===== src/rtl/mfp_uart_receiver_cfg.sv =====
// mfp_uart_receiver_cfg
//   16x-oversampling UART receiver with configurable data width, parity and
//   stop-bit count. Each bit is decided by a 3-sample majority vote
//   (samples 7, 8, 9). The receiver rejects false starts, and flags parity,
//   framing, break and overrun conditions. A received byte is held with
//   byte_valid until the consumer acknowledges it.
//
// Ports
//   clock          system clock
//   reset_n        asynchronous active-low reset
//   rx             asynchronous serial input, idles high
//   byte_data      received data word, first line bit in bit 0
//   byte_valid     byte_data and the error flags are valid; held until ack
//   byte_ack       consumer acknowledge, ignored while byte_valid = 0
//   parity_error   parity mismatch for the held byte (0 when PARITY = 0)
//   framing_error  some stop bit of the held byte was sampled 0
//   break_detect   one-cycle pulse when a break frame completes
//   overrun_error  one-cycle pulse when a completed frame is dropped
module mfp_uart_receiver_cfg #(
  parameter int CLOCK_FREQUENCY = 50000000,
  parameter int BAUD_RATE       = 115200,
  parameter int DATA_BITS       = 8,
  parameter int PARITY          = 0,
  parameter int STOP_BITS       = 1,
  parameter int TICK_DIV        = CLOCK_FREQUENCY / (BAUD_RATE * 16)
) (
  input  logic                 clock,
  input  logic                 reset_n,
  input  logic                 rx,
  output logic [DATA_BITS-1:0] byte_data,
  output logic                 byte_valid,
  input  logic                 byte_ack,
  output logic                 parity_error,
  output logic                 framing_error,
  output logic                 break_detect,
  output logic                 overrun_error
);

  localparam int TW = (TICK_DIV > 1) ? $clog2(TICK_DIV) : 1;
  localparam logic [TW-1:0] TICK_LAST = TW'(TICK_DIV - 1);
  localparam logic [3:0]    LAST_DATA = 4'(DATA_BITS - 1);
  localparam logic [3:0]    LAST_STOP = 4'(STOP_BITS - 1);

  typedef enum logic [2:0] {
    S_IDLE, S_START, S_DATA, S_PAR, S_STOP, S_BRK
  } state_t;

  state_t               state_q;
  logic                 rx_meta_q, rx_sync_q, rx_prev_q;
  logic [TW-1:0]        tick_cnt_q;
  logic [3:0]           sample_cnt_q;
  logic [3:0]           bit_cnt_q;
  logic                 s7_q, s8_q;
  logic [DATA_BITS-1:0] data_q;
  logic                 par_bit_q, par_err_q, first_stop_q, fe_q;
  logic [DATA_BITS-1:0] byte_q;
  logic                 vld_q, pe_q, fe_out_q, brk_q, ovr_q;

  logic start_edge, tick, maj, smp9, smp15;
  logic par_exp, fe_now, brk_now;

  // Two-flop synchroniser plus a previous-value flop for edge detection.
  // All three reset to the idle (high) line level so that reset release
  // cannot look like a start edge.
  always_ff @(posedge clock or negedge reset_n) begin
    if (!reset_n) begin
      rx_meta_q <= 1'b1;
      rx_sync_q <= 1'b1;
      rx_prev_q <= 1'b1;
    end else begin
      rx_meta_q <= rx;
      rx_sync_q <= rx_meta_q;
      rx_prev_q <= rx_sync_q;
    end
  end

  assign start_edge = rx_prev_q & ~rx_sync_q;
  assign tick       = (tick_cnt_q == TICK_LAST);

  // The oversample tick free-runs. It is re-phased on the start edge so that
  // sample 8 lands near the middle of each bit.
  always_ff @(posedge clock or negedge reset_n) begin
    if (!reset_n)                           tick_cnt_q <= '0;
    else if (state_q == S_IDLE && start_edge) tick_cnt_q <= '0;
    else if (tick)                          tick_cnt_q <= '0;
    else                                    tick_cnt_q <= tick_cnt_q + 1'b1;
  end

  assign maj     = (s7_q & s8_q) | (s7_q & rx_sync_q) | (s8_q & rx_sync_q);
  assign smp9    = tick && (sample_cnt_q == 4'd9);
  assign smp15   = tick && (sample_cnt_q == 4'd15);
  assign par_exp = (PARITY == 1) ? ~^data_q : ^data_q;
  // Values for the cycle in which the last stop bit is decided.
  assign fe_now  = fe_q | ~maj;
  assign brk_now = (data_q == '0) && ((PARITY == 0) || !par_bit_q) &&
                   !((STOP_BITS == 1) ? maj : first_stop_q);

  always_ff @(posedge clock or negedge reset_n) begin
    if (!reset_n) begin
      state_q      <= S_IDLE;
      sample_cnt_q <= '0;
      bit_cnt_q    <= '0;
      s7_q         <= 1'b0;
      s8_q         <= 1'b0;
      data_q       <= '0;
      par_bit_q    <= 1'b0;
      par_err_q    <= 1'b0;
      first_stop_q <= 1'b0;
      fe_q         <= 1'b0;
      byte_q       <= '0;
      vld_q        <= 1'b0;
      pe_q         <= 1'b0;
      fe_out_q     <= 1'b0;
      brk_q        <= 1'b0;
      ovr_q        <= 1'b0;
    end else begin
      brk_q <= 1'b0;
      ovr_q <= 1'b0;
      // An ack clears valid. A load later in this block overrides the clear,
      // so a simultaneous ack and load keeps byte_valid high.
      if (vld_q && byte_ack) vld_q <= 1'b0;

      if (state_q != S_IDLE && state_q != S_BRK && tick) begin
        sample_cnt_q <= sample_cnt_q + 4'd1;
        if (sample_cnt_q == 4'd7) s7_q <= rx_sync_q;
        if (sample_cnt_q == 4'd8) s8_q <= rx_sync_q;
      end

      case (state_q)
        S_IDLE: begin
          if (start_edge) begin
            state_q      <= S_START;
            sample_cnt_q <= '0;
            bit_cnt_q    <= '0;
            fe_q         <= 1'b0;
          end
        end
        S_START: begin
          if (smp9 && maj)  state_q <= S_IDLE;  // glitch, not a start bit
          else if (smp15)   state_q <= S_DATA;
        end
        S_DATA: begin
          if (smp9) data_q <= {maj, data_q[DATA_BITS-1:1]};
          if (smp15) begin
            if (bit_cnt_q == LAST_DATA) begin
              bit_cnt_q <= '0;
              state_q   <= (PARITY != 0) ? S_PAR : S_STOP;
            end else begin
              bit_cnt_q <= bit_cnt_q + 4'd1;
            end
          end
        end
        S_PAR: begin
          if (smp9) begin
            par_bit_q <= maj;
            par_err_q <= (maj != par_exp);
          end
          if (smp15) state_q <= S_STOP;
        end
        S_STOP: begin
          if (smp9) begin
            if (bit_cnt_q == LAST_STOP) begin
              // The frame completes here rather than at sample 15, which
              // leaves time to resync on a slightly early next start edge.
              if (brk_now) begin
                brk_q   <= 1'b1;
                state_q <= S_BRK;
              end else begin
                state_q <= S_IDLE;
                if (!vld_q || byte_ack) begin
                  byte_q   <= data_q;
                  pe_q     <= (PARITY != 0) && par_err_q;
                  fe_out_q <= fe_now;
                  vld_q    <= 1'b1;
                end else begin
                  ovr_q <= 1'b1;
                end
              end
            end else begin
              first_stop_q <= maj;
              fe_q         <= ~maj;
            end
          end
          if (smp15) bit_cnt_q <= bit_cnt_q + 4'd1;
        end
        S_BRK: begin
          if (rx_sync_q) state_q <= S_IDLE;
        end
        default: state_q <= S_IDLE;
      endcase
    end
  end

  assign byte_data     = byte_q;
  assign byte_valid    = vld_q;
  assign parity_error  = pe_q;
  assign framing_error = fe_out_q;
  assign break_detect  = brk_q;
  assign overrun_error = ovr_q;

endmodule


===== config.mk =====
export PLATFORM = sky130hd
export DESIGN_NAME = mfp_uart_receiver_cfg
export DESIGN_NICKNAME = d
export VERILOG_FILES = /design/src/rtl/mfp_uart_receiver_cfg.sv
export SDC_FILE = /design/constraint.sdc
export NUM_CORES = 1
export LEC_CHECK = 0
export BUFFER_PORTS_ARGS = -buffer_cell sky130_fd_sc_hd__buf_2
export CORE_MARGIN = 10
export CORE_UTILIZATION = 53
export DETAILED_ROUTE_END_ITERATION = 8
export GPL_TIMING_DRIVEN = 0
export MAX_ROUTING_LAYER = met4
export PLACE_DENSITY = 0.75
export SYNTH_ARGS = -nofsm -noshare
export SYNTH_HDL_FRONTEND = slang
export SYNTH_SLANG_ARGS = --single-unit

===== constraint.sdc =====
create_clock -name clock -period 2.4 [get_ports clock]
set_clock_uncertainty 0.15 [all_clocks]
set_input_delay 0.24 -clock clock [delete_from_list [all_inputs] [get_ports clock]]
set_output_delay 0.24 -clock clock [all_outputs]
set_load 0.01 [all_outputs]

== Yosys cells after proc, flatten, opt, wreduce, memory -nomap -nowiden ==
Index checks and enable logic that the tools add are counted.
W data, S select, Z words.

* Register bits after elaboration: 42
* Bits in latches: 0
* Bits in writable memories: 0
* Bits in read-only memories: 0
* Bits of input ports: 4
* Output and inout port bits: 13
* Logic and storage cells: 115
* Memories kept: 0

* Add/subtract/negate cells: 3
* Multiply operators: 0
* Divide/modulo/power cells: 0
* Magnitude comparators: 0
* Equality and inequality tests: 22
* Shift-type cells: 0
* Muxes and demuxes: 40
* Bitwise gates (word level): 10
* Reduce and logical (&&, ||, !) cells: 24

{| class="wikitable"
|+ Operator list
! cell !! count
|-
| $mux W3 || 10
|-
| $mux W4 || 7
|-
| $mux W1 || 18
|-
| $ne A2 B2 Y1 const B || 9
|-
| $pmux W3 S6 || 1
|-
| $eq A4 B4 Y1 const B || 3
|-
| $pmux W4 S3 || 1
|-
| $mux W5 || 2
|-
| $add A4 B1 Y4 const B || 2
|-
| $eq A4 B3 Y1 const B || 2
|-
| $logic_and A1 B1 Y1 || 8
|-
| $logic_not A8 Y1 || 1
|-
| $reduce_and A4 Y1 || 2
|-
| $reduce_and A8 Y1 || 1
|-
| $eq A3 B2 Y1 const B || 2
|-
| $eq A3 B3 Y1 const B || 2
|-
| $ne A3 B3 Y1 const B || 2
|-
| $reduce_and A2 Y1 || 3
|-
| $reduce_bool A3 Y1 || 2
|-
| $add A5 B1 Y5 const B || 1
|-
| $eq A5 B5 Y1 const B || 1
|-
| $reduce_and A5 Y1 || 1
|-
| $and A1 B1 Y1 || 4
|-
| $logic_not A4 Y1 || 1
|-
| other kinds (8) || 13
|}

== Depth between registers and ports, before layout ==
Gate-level depths: netlist (run 1).

* Word-level depth: 9
* Gate-level depth with buffers: 9
* Gate-level depth less buffers: 7

== Worst setup path before layout (run 1) ==
Ideal clock, no wire load.

* Path type: reg-to-reg
* From: register tick_cnt_q[0]
* To: register state_q[1]
* Library setup time: 125 ps
* Data arrival time: 1972 ps
* Data required time: 2125 ps
* Setup slack: 153 ps
* Stages on the path, launching flop included: 9
* Path buffers: 1
* Clock period less this slack: 2247 ps
* Path through: dfrtp_1 inv_1 ha_1 and4b_4 and4b_1 buf_6 a2111oi_4 a211o_4 mux2_4

* Word-level cells in the longest chain between the ends: 5
* Elaborated cells on any way between the ends: 11
* Those cells by class: eq/ne: 5; mux: 2; reduce/logical: 4

{| class="wikitable"
|+ RTL lines
! what !! line !! source
|-
| from (decl) || 50 || <nowiki>logic [TW-1:0] tick_cnt_q;</nowiki>
|-
| from (signal assigned) || 86 || <nowiki>else tick_cnt_q <= tick_cnt_q + 1'b1;</nowiki>
|-
| $eq A5 B5 Y1 * || 78 || <nowiki>assign tick = (tick_cnt_q == TICK_LAST);</nowiki>
|-
| $logic_and A1 B1 Y1 || 90 || <nowiki>assign smp9 = tick && (sample_cnt_q == 4'd9);</nowiki>
|-
| $logic_and A1 B1 Y1 || 139 || <nowiki>if (smp9 && maj) state_q <= S_IDLE;</nowiki>
|-
| $ne A3 B3 Y1 (no line) or $mux W3 (tied branches) || - ||
|-
| $reduce_and A8 Y1 (no line) or $pmux W3 S6 (tied branches) || - ||
|-
| to (signal assigned) || 147 || <nowiki>state_q <= (PARITY != 0) ? S_PAR : S_STOP;</nowiki>
|-
| to (decl) || 48 || <nowiki>state_t state_q;</nowiki>
|}

Every way passes the cells marked *; elsewhere a longest branch is shown, timed or not.
A chain may end at the register's enable or synchronous reset.

== Final worst setup path (run 1) ==
* From: register tick_cnt_q[0]
* To: register byte_q[5], in the netlist byte_data[5]

* Word-level cells in the longest chain between the ends: 3

{| class="wikitable"
|+ RTL lines
! what !! line !! source
|-
| $eq A5 B5 Y1 || 78 ||
|-
| $logic_and A1 B1 Y1 || 90 ||
|-
| $reduce_and A5 Y1 (no line) || - ||
|-
| to (signal assigned) || 171 || <nowiki>byte_q <= data_q;</nowiki>
|-
| to (decl) || 56 || <nowiki>logic [DATA_BITS-1:0] byte_q;</nowiki>
|}

No other way between the ends.

==> metrics.txt, run 1 <==
status finished clean; Setup crit start kind register; Top Ports 17; max frequency 0.4228 GHz; vias in the first global route 1376; syn_area_per_cell 11.99 um2; Slew @ Worst Pin 0.9023 ns; CTS root buf clkbuf_8; syn_nets 182; GPL Wtd Cong 0.8254; fraction of layout cells with a size suffix above 1 34.83%; RSZ-0062 raised after global routing yes; antenna diode count 0; global-route wire length before repair 6534 um; HP Class primary input to register; crit-path cells inv_2 -> ha_2 -> and4b_4 -> and4b_1 -> buf_6 -> nand4b_1 -> nor2b_2 -> buf_4 -> mux2_2; synthesized area 2049 um2; DR vias 1369; Crit Path Max Fanout 5; Area Overhead vs Synth 14.96%; vias per cell 5.498; CTS tree built; GRT overflow 0; Final Hold Fails 0; Clock Sinks 42; Power Density 882.5 nW/um2; Clk pin slew, worst setup/hold paths 0.08 ns; asr flop ratio synth 100.0%; Leak Pwr 1.172 nW; core area 3689 um2; Netlist cell types 47; Routed wire per std cell 15.67 um; cell count after placement 234; Max-Cap Viols 0; Data required, critical path 2.44 ns; number of synthesized register bits 42; die area 6754 um2; Max IR drop VDD 0.5450 mV; DRC Markers 0; H-tree depth 2; CP delay by family, top simple AND/OR/NAND/NOR gates; pin count of the biggest net entering global routing 43; Num CTS Buffers 5; critical path capture point type register; Rel. slew slack 39.85%; number of antenna violations at the first check in global routing 0; final cell count without fillers 249; number of synthesis warnings 0; routed wire length 3902 um; Starting Density 55.56%; Power Total 2.079 mW; row count 22; router iterations before antenna repair 4; Die H 82.19 um; register area share after synthesis 51.47%; top_reg_cell synth dfrtp_1; Worst EP arrival 2.40 ns; crit path kind register to register; Post-DRT Antenna Nets 0; Final Setup Violations 0; Die X 82.19 um; latest clock arrival within the worst-skew pair 0.30 ns; CTS max path bufs 2; pre-CTS WS 0.01769 ns; CP peak stage delay 0.41 ns; number of flops mapped to enable cells by yosys 0; I/O Buffers 15; DRT iter0 DRCs 105; Final period util 98.54%; all-layer global routing usage 12.76%; fin nets 211; Slowest cell on crit path dfrtp_1; Worst Path Buf+Inv 3; cells after synthesis 171; Tmin final 2.365 ns; final worst slack 0.03495 ns; fin. max-slew vios 0; post-DP HPWL 2714 um
cells in the mapped netlist, types with 2 or more instances:
library cell / instances / area share [%]
nand3_1: 3 / 0.73
a211o_1: 2 / 0.85
nand4b_1: 3 / 1.3
buf_2: 2 / 0.49
nor4_1: 2 / 0.61
mux2_4: 2 / 1.5
o21ai_0: 2 / 0.49
mux2_2: 21 / 12
dfrtp_1: 39 / 48
dfstp_2: 3 / 3.8
nand2b_1: 5 / 1.5
inv_1: 8 / 1.5
nor3b_1: 3 / 1.1
nor2b_1: 2 / 0.61
nand4_1: 3 / 0.92
nor3_1: 2 / 0.49
buf_4: 2 / 0.73
a21o_1: 2 / 0.73
ha_1: 7 / 4.3
xor2_1: 5 / 2.1
nor2_1: 16 / 2.9
nand3b_1: 4 / 1.5
nand2_1: 9 / 1.6
flip-flops by register name (all words and copies together) (netlist names), 3 cells and up:
register      flops
bit_cnt_q         4
state_q           3
sample_cnt_q      4
byte_data         8
tick_cnt_q        5
data_q            8
cell type report:
cell class,count,area (um2)
tap,48,60.06
clock inverter,3,21.27
timing repair buffer,22,132.6
multi-input combinational,115,944.7
buffer,6,43.79
sequential,42,1055
fill,301,1333
inverter,8,30.03
clock buffer,5,68.82
power breakdown:
| part | switching, mW | internal, mW |
|---|---|---|
| combinational | 0.389 | 0.325 |
| sequential | 0.102 | 0.816 |
| clock | 0.243 | 0.204 |
| total | 0.734 | 1.34 |
cell usage in the layout, fill, tap and decap left out, types with 3 or more instances in the layout:
master / synthesis / layout
inv_1: 8 / 7
mux2_4: 2 / 4
nand3_1: 3 / 3
nand4b_1: 3 / 3
dfrtp_1: 39 / 39
buf_2: 2 / 17
xor2_1: 5 / 5
nand4_1: 3 / 3
mux2_2: 21 / 19
nand3b_1: 4 / 4
nand2b_1: 5 / 5
clkbuf_8: 0 / 5
dfstp_2: 3 / 3
nand2_1: 9 / 9
nor2_1: 16 / 15
buf_4: 2 / 6
ha_1: 7 / 6
final timing paths:
path | from | end | depth (start not counted) | slack (ns)
max | tick_cnt_q[0] | byte_data[5] | 9 | 0.03
min | byte_ack | overrun_error | 3 | 0.08
max reg2reg | tick_cnt_q[0] | byte_data[5] | 9 | 0.03
min reg2reg | rx_meta_q | rx_sync_q | 0 | 0.21
max in group asynchronous | reset_n | s7_q | 2 | 1.08
min in group asynchronous | reset_n | bit_cnt_q[1] | 2 | 0.45
cells by family (layout without fill, tap and decap cells):
kind of cell | count (synthesis) | in the layout | synth area share, %
xor gates and xnor gates | 6 | 6 | 2.564
and+or+nand+nor | 58 | 58 | 15.87
buffers and inverters | 14 | 44 | 3.418
DFF | 42 | 42 | 51.47
adders and majority gates | 8 | 8 | 4.762
AOI/OAI and AO/OA | 18 | 18 | 8.243
muxes | 24 | 24 | 13.49
other | 1 | 1 | 0.1830
stage by stage:
step                hold WS [ns]  instance area (um2)  util [%]  setup TNS (ns)
CTS                      0.09499                 2295     62.21               0
global route             0.08834                 2356     63.87         -0.4525
finish                   0.07926                 2356     63.87               0
global placement          0.1965                 2185     59.23               0
floorplan                -0.2056                 2049         -               0
detailed placement        0.1970                 2185     59.23               0
repair_timing:
action                     4_1_cts  5_1_grt
hold endpoints to repair        40        0
setup endpoints to repair        0       11
buffers inserted                 0        4
hold buffers                     2        0
gates resized for setup          0       10
tightest hold or removal path, stage by stage:
cell and delay [ns]:
buf_2 0.07, nand2b_1 0.13, nor2_1 0.05
layer usage:
layer | global-route usage (%) | wire length [um] | up-vias
met5 | - | 0 | -
met1 | 15.53 | 1757 | 690
met3 | 4.212 | 155 | 8
li1 | - | - | 655
met2 | 19.60 | 1932 | 16
met4 | 4.082 | 57 | 0
(Power assumes the default switching activity.)
==> inputs of run 2 (changes only) <==
--- a/config.mk
+++ b/config.mk
@@ -6,12 +6,14 @@
 export NUM_CORES = 1
 export LEC_CHECK = 0
 export BUFFER_PORTS_ARGS = -buffer_cell sky130_fd_sc_hd__buf_2
+export CELL_PAD_IN_SITES_DETAIL_PLACEMENT = 0
+export CELL_PAD_IN_SITES_GLOBAL_PLACEMENT = 2
 export CORE_MARGIN = 10
-export CORE_UTILIZATION = 53
+export CORE_UTILIZATION = 36
 export DETAILED_ROUTE_END_ITERATION = 8
 export GPL_TIMING_DRIVEN = 0
 export MAX_ROUTING_LAYER = met4
-export PLACE_DENSITY = 0.75
+export PLACE_DENSITY_LB_ADDON = 0.1
 export SYNTH_ARGS = -nofsm -noshare
 export SYNTH_HDL_FRONTEND = slang
 export SYNTH_SLANG_ARGS = --single-unit
==> run 2 against run 1 <==
Effect of this change: non-clock buffer count decreased by 1; sequential power fell by 0.7%; total power is 3.8% higher; wire length increased by 1.1%; clock-buffer cell count increased by 1; critical path depth decreased by 2; sequential share of layout area decreased by 0.98 points; first-iteration DRC count shrank 56%; register-to-register slack improved by 0.04 ns; cell count increased by 9.2%; combinational power decreased by 2%.
==> metrics.txt, run 2 (synthesized netlist as in run 1, its figures left out) <==
DR vias 1342 (was 1369); global-route wire length before repair 6630 um (was 6534 um); Tmin final 2.320 ns (was 2.365 ns); commonest non-fill, non-tap cells in the layout 39 x dfrtp_1, 17 x buf_2, 16 x mux2_2 (was 39 x dfrtp_1, 19 x mux2_2, 17 x buf_2); Post-DRT Antenna Nets 0 (unchanged); all-layer global routing usage 9.544% (was 12.76%); max frequency 0.4310 GHz (was 0.4228 GHz); Setup crit start kind register (unchanged); Die X 95.45 um (was 82.19 um); Max-Cap Viols 0 (unchanged); I/O Buffers 15 (unchanged); Clock Sinks 42 (unchanged); Final Hold Fails 0 (unchanged); antenna diode count 0 (unchanged); critical path capture point type register (unchanged); GPL Wtd Cong 0.7621 (was 0.8254); Final Util 43.74% (was 63.87%); latest clock arrival within the worst-skew pair 0.29 ns (was 0.30 ns); Final period util 96.68% (was 98.54%); post-DP HPWL 2785 um (was 2714 um); Clk pin slew, worst setup/hold paths 0.08 ns (about the same); Routed wire per std cell 14.50 um (was 15.67 um); number of antenna violations at the first check in global routing 0 (unchanged); cell count after placement 258 (was 234); HP Class primary input to register (unchanged); Die H 95.45 um (was 82.19 um); Setup Total Neg Slack 0 ns (unchanged); Top Ports 17 (unchanged); CTS tree built (unchanged); Data required, critical path 2.44 ns (about the same); die area 9111 um2 (was 6754 um2); routed wire length 3945 um (was 3902 um); Power Total 2.158 mW (was 2.079 mW); Slew @ Worst Pin 0.9064 ns (was 0.9023 ns); DRT iter0 DRCs 46 (was 105); vias in the first global route 1411 (was 1376); Power Density 895.8 nW/um2 (was 882.5 nW/um2); Worst EP arrival 2.36 ns (was 2.40 ns); core area 5507 um2 (was 3689 um2); row count 27 (was 22); Final Setup Violations 0 (unchanged); commonest non-fill, non-tap cell in the layout dfrtp_1 (unchanged); GRT overflow 0 (unchanged); pin count of the biggest net entering global routing 43 (unchanged); reg2reg setup slack 0.08 ns (was 0.03 ns); router iterations before antenna repair 4 (unchanged); Rel. slew slack 39.57% (was 39.85%); CTS max path bufs 2 (unchanged); fin. max-slew vios 0 (unchanged); crit path kind register to register (unchanged); status finished clean (unchanged); vias per cell 4.934 (was 5.498); fin nets 210 (was 211); H-tree depth 2 (unchanged); Max IR drop VDD 0.4498 mV (was 0.5450 mV); Starting Density 37.22% (was 55.56%); final cell count without fillers 272 (was 249); fraction of layout cells with a size suffix above 1 33.50% (was 34.83%); Filler cells 520 (was 301); Crit Path Max Fanout 6 (was 5); CTS root buf clkbuf_8 (unchanged); DRC Markers 0 (unchanged); Num CTS Buffers 5 (unchanged); Hold Worst Slack 0.06408 ns (was 0.07926 ns); Area Overhead vs Synth 17.52% (was 14.96%); Leak Pwr 1.182 nW (was 1.172 nW); RSZ-0062 raised after global routing yes (unchanged)
## run 2: worst max-delay path, stage by stage, from the launching register on
cell and delay, ns:
dfrtp_1 0.41, ha_1 0.19, and4b_4 0.21, and4b_1 0.21
buf_6 0.13, a2111oi_4 0.42, a211o_4 0.19, mux2_4 0.30
## run 2: what timing repair did
action | CTS | global route
endpoints found under the hold margin | 40 | 0
resized for setup | 4 | 8
cloned | 1 | 0
setup endpoints to repair | 5 | 11
setup buffers | 1 | 2
hold buffers | 2 | 0
## run 2: worst paths after layout
path / start / to / cells past startpoint
worst max-delay path: tick_cnt_q[1] / state_q[2] / 7
worst min-delay path: byte_ack / overrun_error / 3
worst max register to register: tick_cnt_q[1] / state_q[2] / 7
worst min register to register: rx_meta_q / rx_sync_q / 0
max in group asynchronous: reset_n / sample_cnt_q[1] / 2
min in group asynchronous: reset_n / bit_cnt_q[2] / 2
## run 2: per-layer routing
layer	part of all wire, %	routed length, um	GRT usage, %	up-vias
li1	-	-	-	659
met1	47	1839	11.18	657
met2	47	1873	14.77	18
met3	4.0	158	2.592	8
met4	1.9	74	4.791	0
met5	0	0	-	-
## run 2: through the flow
step                setup WS [ns]  instance area, um2
floorplan                  0.1529                2049
global placement          0.03316                2215
detailed placement       0.003798                2215
CTS                       0.01700                2366
global route             -0.03784                2409
finish                    0.07970                2409
## run 2: layout make-up
type / instances / area [um2] / share of cell area, %
Buffer: 6 / 43.79 / 1.818
Clock buffer: 6 / 72.57 / 3.013
Clock inverter: 2 / 37.54 / 1.558
Inverter: 8 / 30.03 / 1.247
Multi-Input combinational cell: 115 / 954.7 / 39.64
Sequential cell: 42 / 1055 / 43.79
Tap cell: 72 / 90.09 / 3.740
Timing Repair Buffer: 21 / 125.1 / 5.195
## run 2: where the power goes
| group | switching, mW | leakage (nW) | total (mW) | internal (mW) |
|---|---|---|---|---|
| registers | 0.0962 | 0.560 | 0.912 | 0.816 |
| clock network | 0.239 | 0.0514 | 0.549 | 0.310 |
| logic | 0.374 | 0.571 | 0.697 | 0.322 |
| total | 0.709 | 1.18 | 2.16 | 1.45 |
==> inputs of run 3 (changes only) <==
--- a/config.mk
+++ b/config.mk
@@ -5,6 +5,7 @@
 export SDC_FILE = /design/constraint.sdc
 export NUM_CORES = 1
 export LEC_CHECK = 0
+export ABC_AREA = 1
 export BUFFER_PORTS_ARGS = -buffer_cell sky130_fd_sc_hd__buf_2
 export CELL_PAD_IN_SITES_DETAIL_PLACEMENT = 0
 export CELL_PAD_IN_SITES_GLOBAL_PLACEMENT = 2
==> constraint.sdc (replaced) <==
create_clock -name clock -period 2.3 [get_ports clock]
set_clock_uncertainty 0.15 [all_clocks]
set_input_delay 0.23 -clock clock [delete_from_list [all_inputs] [get_ports clock]]
set_output_delay 0.23 -clock clock [all_outputs]
set_load 0.01 [all_outputs]
==> run 3 against run 2 <==
Effect of this change: cell count grew 25%; setup slack improved by 0.34 ns; global-route usage increased by 0.82 points; synthesized area grew 2.7%; critical path type unchanged; critical endpoint is now byte_data[7].
==> metrics.txt, run 3 <==
fin nets 277 (was 210); pre-CTS WS 0.3786 ns (was 0.003798 ns); Routed wire per std cell 12.45 um (was 14.50 um); Seq pwr share 46.3% (was 42.3%); synthesized area 2105 um2 (was 2049 um2); H-tree depth 2 (unchanged); routed wire length 4221 um (was 3945 um); CTS-repair resized insts 0 (was 4); max frequency 0.5305 GHz (was 0.4310 GHz); cell count after placement 328 (was 258); synth top area cells dfrtp_1 46%, nand2_1 11%, inv_1 5.5% (was dfrtp_1 48%, mux2_2 12%, ha_1 4.3%); CP peak stage delay 0.42 ns (about the same); Final Util 42.96% (was 43.74%); status finished clean (unchanged); antenna diode count 0 (unchanged); DR vias 1573 (was 1342); global-route wire length before repair 7410 um (was 6630 um); core area 5574 um2 (was 5507 um2); CTS root buf clkbuf_8 (unchanged); Final Setup Violations 0 (unchanged); P_sw 0.7610 mW (was 0.7094 mW); most frequent cell after synthesis nand2_1 (was dfrtp_1); pin count of the biggest net entering global routing 43 (unchanged); latest clock arrival within the worst-skew pair 0.29 ns (about the same); Clock Power Share 24.0% (was 25.4%); Power Density 855.2 nW/um2 (was 895.8 nW/um2); CTS tree built (unchanged); GPL Wtd Cong 0.7484 (was 0.7621); Clk pin slew, worst setup/hold paths 0.08 ns (about the same); Yosys top cell by area dfrtp_1 (unchanged); Top cell by count, worst path nand2_1; DRT iter0 DRCs 65 (was 46); asr flop ratio synth 100.0% (unchanged); fin. max-slew vios 0 (unchanged); Rel. slew slack 36.02% (was 39.57%); number of synthesized register bits 42 (unchanged); fraction of layout cells with a size suffix above 1 19.10% (was 33.50%); critical path capture point type register (unchanged); post-DP HPWL 3035 um (was 2785 um); Area Overhead vs Synth 13.79% (was 17.52%); crit-path cells inv_1 -> ha_1 -> nand2_1 -> nor2_4 -> nand2_1 -> inv_2 -> nand3_4 -> buf_6 -> nand2_1 -> o21ai_2 (was ha_1 -> and4b_4 -> and4b_1 -> buf_6 -> a2111oi_4 -> a211o_4 -> mux2_4); Die H 96.46 um (was 95.45 um); Tmin final 1.885 ns (was 2.320 ns); Leak Pwr 1.152 nW (was 1.182 nW); Num CTS Buffers 5 (unchanged); crit path kind register to register (unchanged); Slew @ Worst Pin 0.9598 ns (was 0.9064 ns); vias in the first global route 1585 (was 1411); RSZ-0062 raised after global routing no (was yes); CTS max path bufs 2 (unchanged); Top Ports 17 (unchanged); Die X 96.46 um (was 95.45 um); Data required, critical path 2.33 ns (was 2.44 ns); top-area cell type share of the netlist area 46.37% (was 47.62%); die area 9305 um2 (was 9111 um2); DRC Markers 0 (unchanged); Worst Path Buf+Inv 3 (was 1); Max-Cap Viols 0 (unchanged); Worst EP arrival 1.92 ns (was 2.36 ns); top_reg_cell synth dfrtp_1 (unchanged); number of flops mapped to enable cells by yosys 0 (unchanged); Slowest cell on crit path dfrtp_1 (was a2111oi_4); number of synthesis warnings 0 (unchanged); vias per cell 4.640 (was 4.934); number of antenna violations at the first check in global routing 0 (unchanged); commonest non-fill, non-tap cells in the layout 60 x nand2_1, 39 x dfrtp_1, 31 x inv_1 (was 39 x dfrtp_1, 17 x buf_2, 16 x mux2_2); Netlist cell types 27 (was 47); I/O Buffers 15 (unchanged); Post-synth top cells 60 x nand2_1, 39 x dfrtp_1, 31 x inv_1, 21 x nand3_1, 16 x nor2_1 (was 39 x dfrtp_1, 21 x mux2_2, 16 x nor2_1, 9 x nand2_1, 8 x inv_1); HP Class register to register (was primary input to register); Final Hold Fails 0 (unchanged); power share of the combinational group 29.7% (was 32.3%); Setup crit start kind register (unchanged); syn_area_per_cell 8.732 um2 (was 11.99 um2); Setup Total Neg Slack 0 ns (unchanged); row count 27 (unchanged); Int Power 1.287 mW (was 1.448 mW); Crit Path Max Fanout 10 (was 6); Switching Fraction 37.16% (was 32.88%); final worst slack 0.4149 ns (was 0.07970 ns); final cell count without fillers 339 (was 272); Final period util 81.96% (was 96.68%); Starting Density 37.76% (was 37.22%); register area share after synthesis 50.12% (was 51.47%); Clock Sinks 42 (unchanged); all-layer global routing usage 10.37% (was 9.544%); Post-DRT Antenna Nets 0 (unchanged); cells after synthesis 241 (was 171); syn_nets 252 (was 182); router iterations before antenna repair 4 (unchanged); CP delay by family, top simple AND/OR/NAND/NOR gates (was compound AO/OA/AOI/OAI gates); GRT overflow 0 (unchanged); Max IR drop VDD 0.3141 mV (was 0.4498 mV); commonest non-fill, non-tap cell in the layout nand2_1 (was dfrtp_1)
==> run 3: path summary, 6_finish.rpt <==
check / startpoint / endpoint / slack [ns] / depth (start not counted)
min in group asynchronous: reset_n / bit_cnt_q[0] / 0.49 / 2
hold / removal: rx_meta_q / rx_sync_q / 0.21 / 0
setup / recovery: tick_cnt_q[0] / byte_data[7] / 0.41 / 10
max in group asynchronous: reset_n / s8_q / 0.92 / 2
setup reg to reg: tick_cnt_q[0] / byte_data[7] / 0.41 / 10
hold reg to reg: rx_meta_q / rx_sync_q / 0.21 / 0
==> run 3: area by class of cell <==
type / instances / area [um2]
Tap cell: 72 / 90.09
Timing Repair Buffer: 18 / 105.1
Clock inverter: 2 / 12.51
Inverter: 35 / 131.4
Multi-Input combinational cell: 161 / 888.4
Sequential cell: 42 / 1055
Fill cell: 569 / 3179
Clock buffer: 6 / 82.58
Buffer: 3 / 30.03
==> run 3: routing by layer <==
layer | track usage, % | part of all wire, % | vias to the layer above
met4 | 3.632 | 1.4 | 0
met3 | 3.161 | 4.3 | 5
li1 | - | - | 822
met5 | - | 0 | -
met1 | 12.45 | 47 | 726
met2 | 16.15 | 47 | 20
==> run 3: logic make-up (layout without fill, tap and decap cells) <==
| group | count (synthesis) | in the layout | share of synthesized area, % |
|---|---|---|---|
| AO/OA/AOI/OAI | 34 | 34 | 10.11 |
| XOR/XNOR | 6 | 6 | 2.497 |
| adder cells (fa/ha/maj) | 7 | 7 | 4.162 |
| buffers and inverters | 38 | 64 | 7.669 |
| flip-flops | 42 | 42 | 50.12 |
| other | 1 | 1 | 0.1782 |
| AND/OR/NAND/NOR | 113 | 113 | 25.27 |
==> run 3: stage by stage <==
stage / power (mW) / hold WS, ns / instance area, um2
5_1_grt: 2.246 / 0.2129 / 2395
3_3_place_gp: 1.577 / 0.1849 / 2270
6_report: 2.048 / 0.2079 / 2395
2_1_floorplan: 1.423 / -0.2156 / 2105
4_1_cts: 2.088 / 0.2103 / 2395
3_5_place_dp: 1.574 / 0.1892 / 2270
==> run 3: power groups by stage <==
stage / combinational, mW / sequential, mW / clock (mW)
2_1_floorplan: 0.486 / 0.937 / 0
3_3_place_gp: 0.615 / 0.961 / 0
3_5_place_dp: 0.613 / 0.961 / 0
4_1_cts: 0.619 / 0.947 / 0.522
5_1_grt: 0.717 / 0.971 / 0.558
6_report: 0.609 / 0.947 / 0.492
==> run 3: what timing repair did <==
action | CTS | global route
hold endpoints to repair | 41 | 0
hold buffers | 3 | 0
setup buffers | 0 | 0
endpoints found under the setup margin | 0 | 0
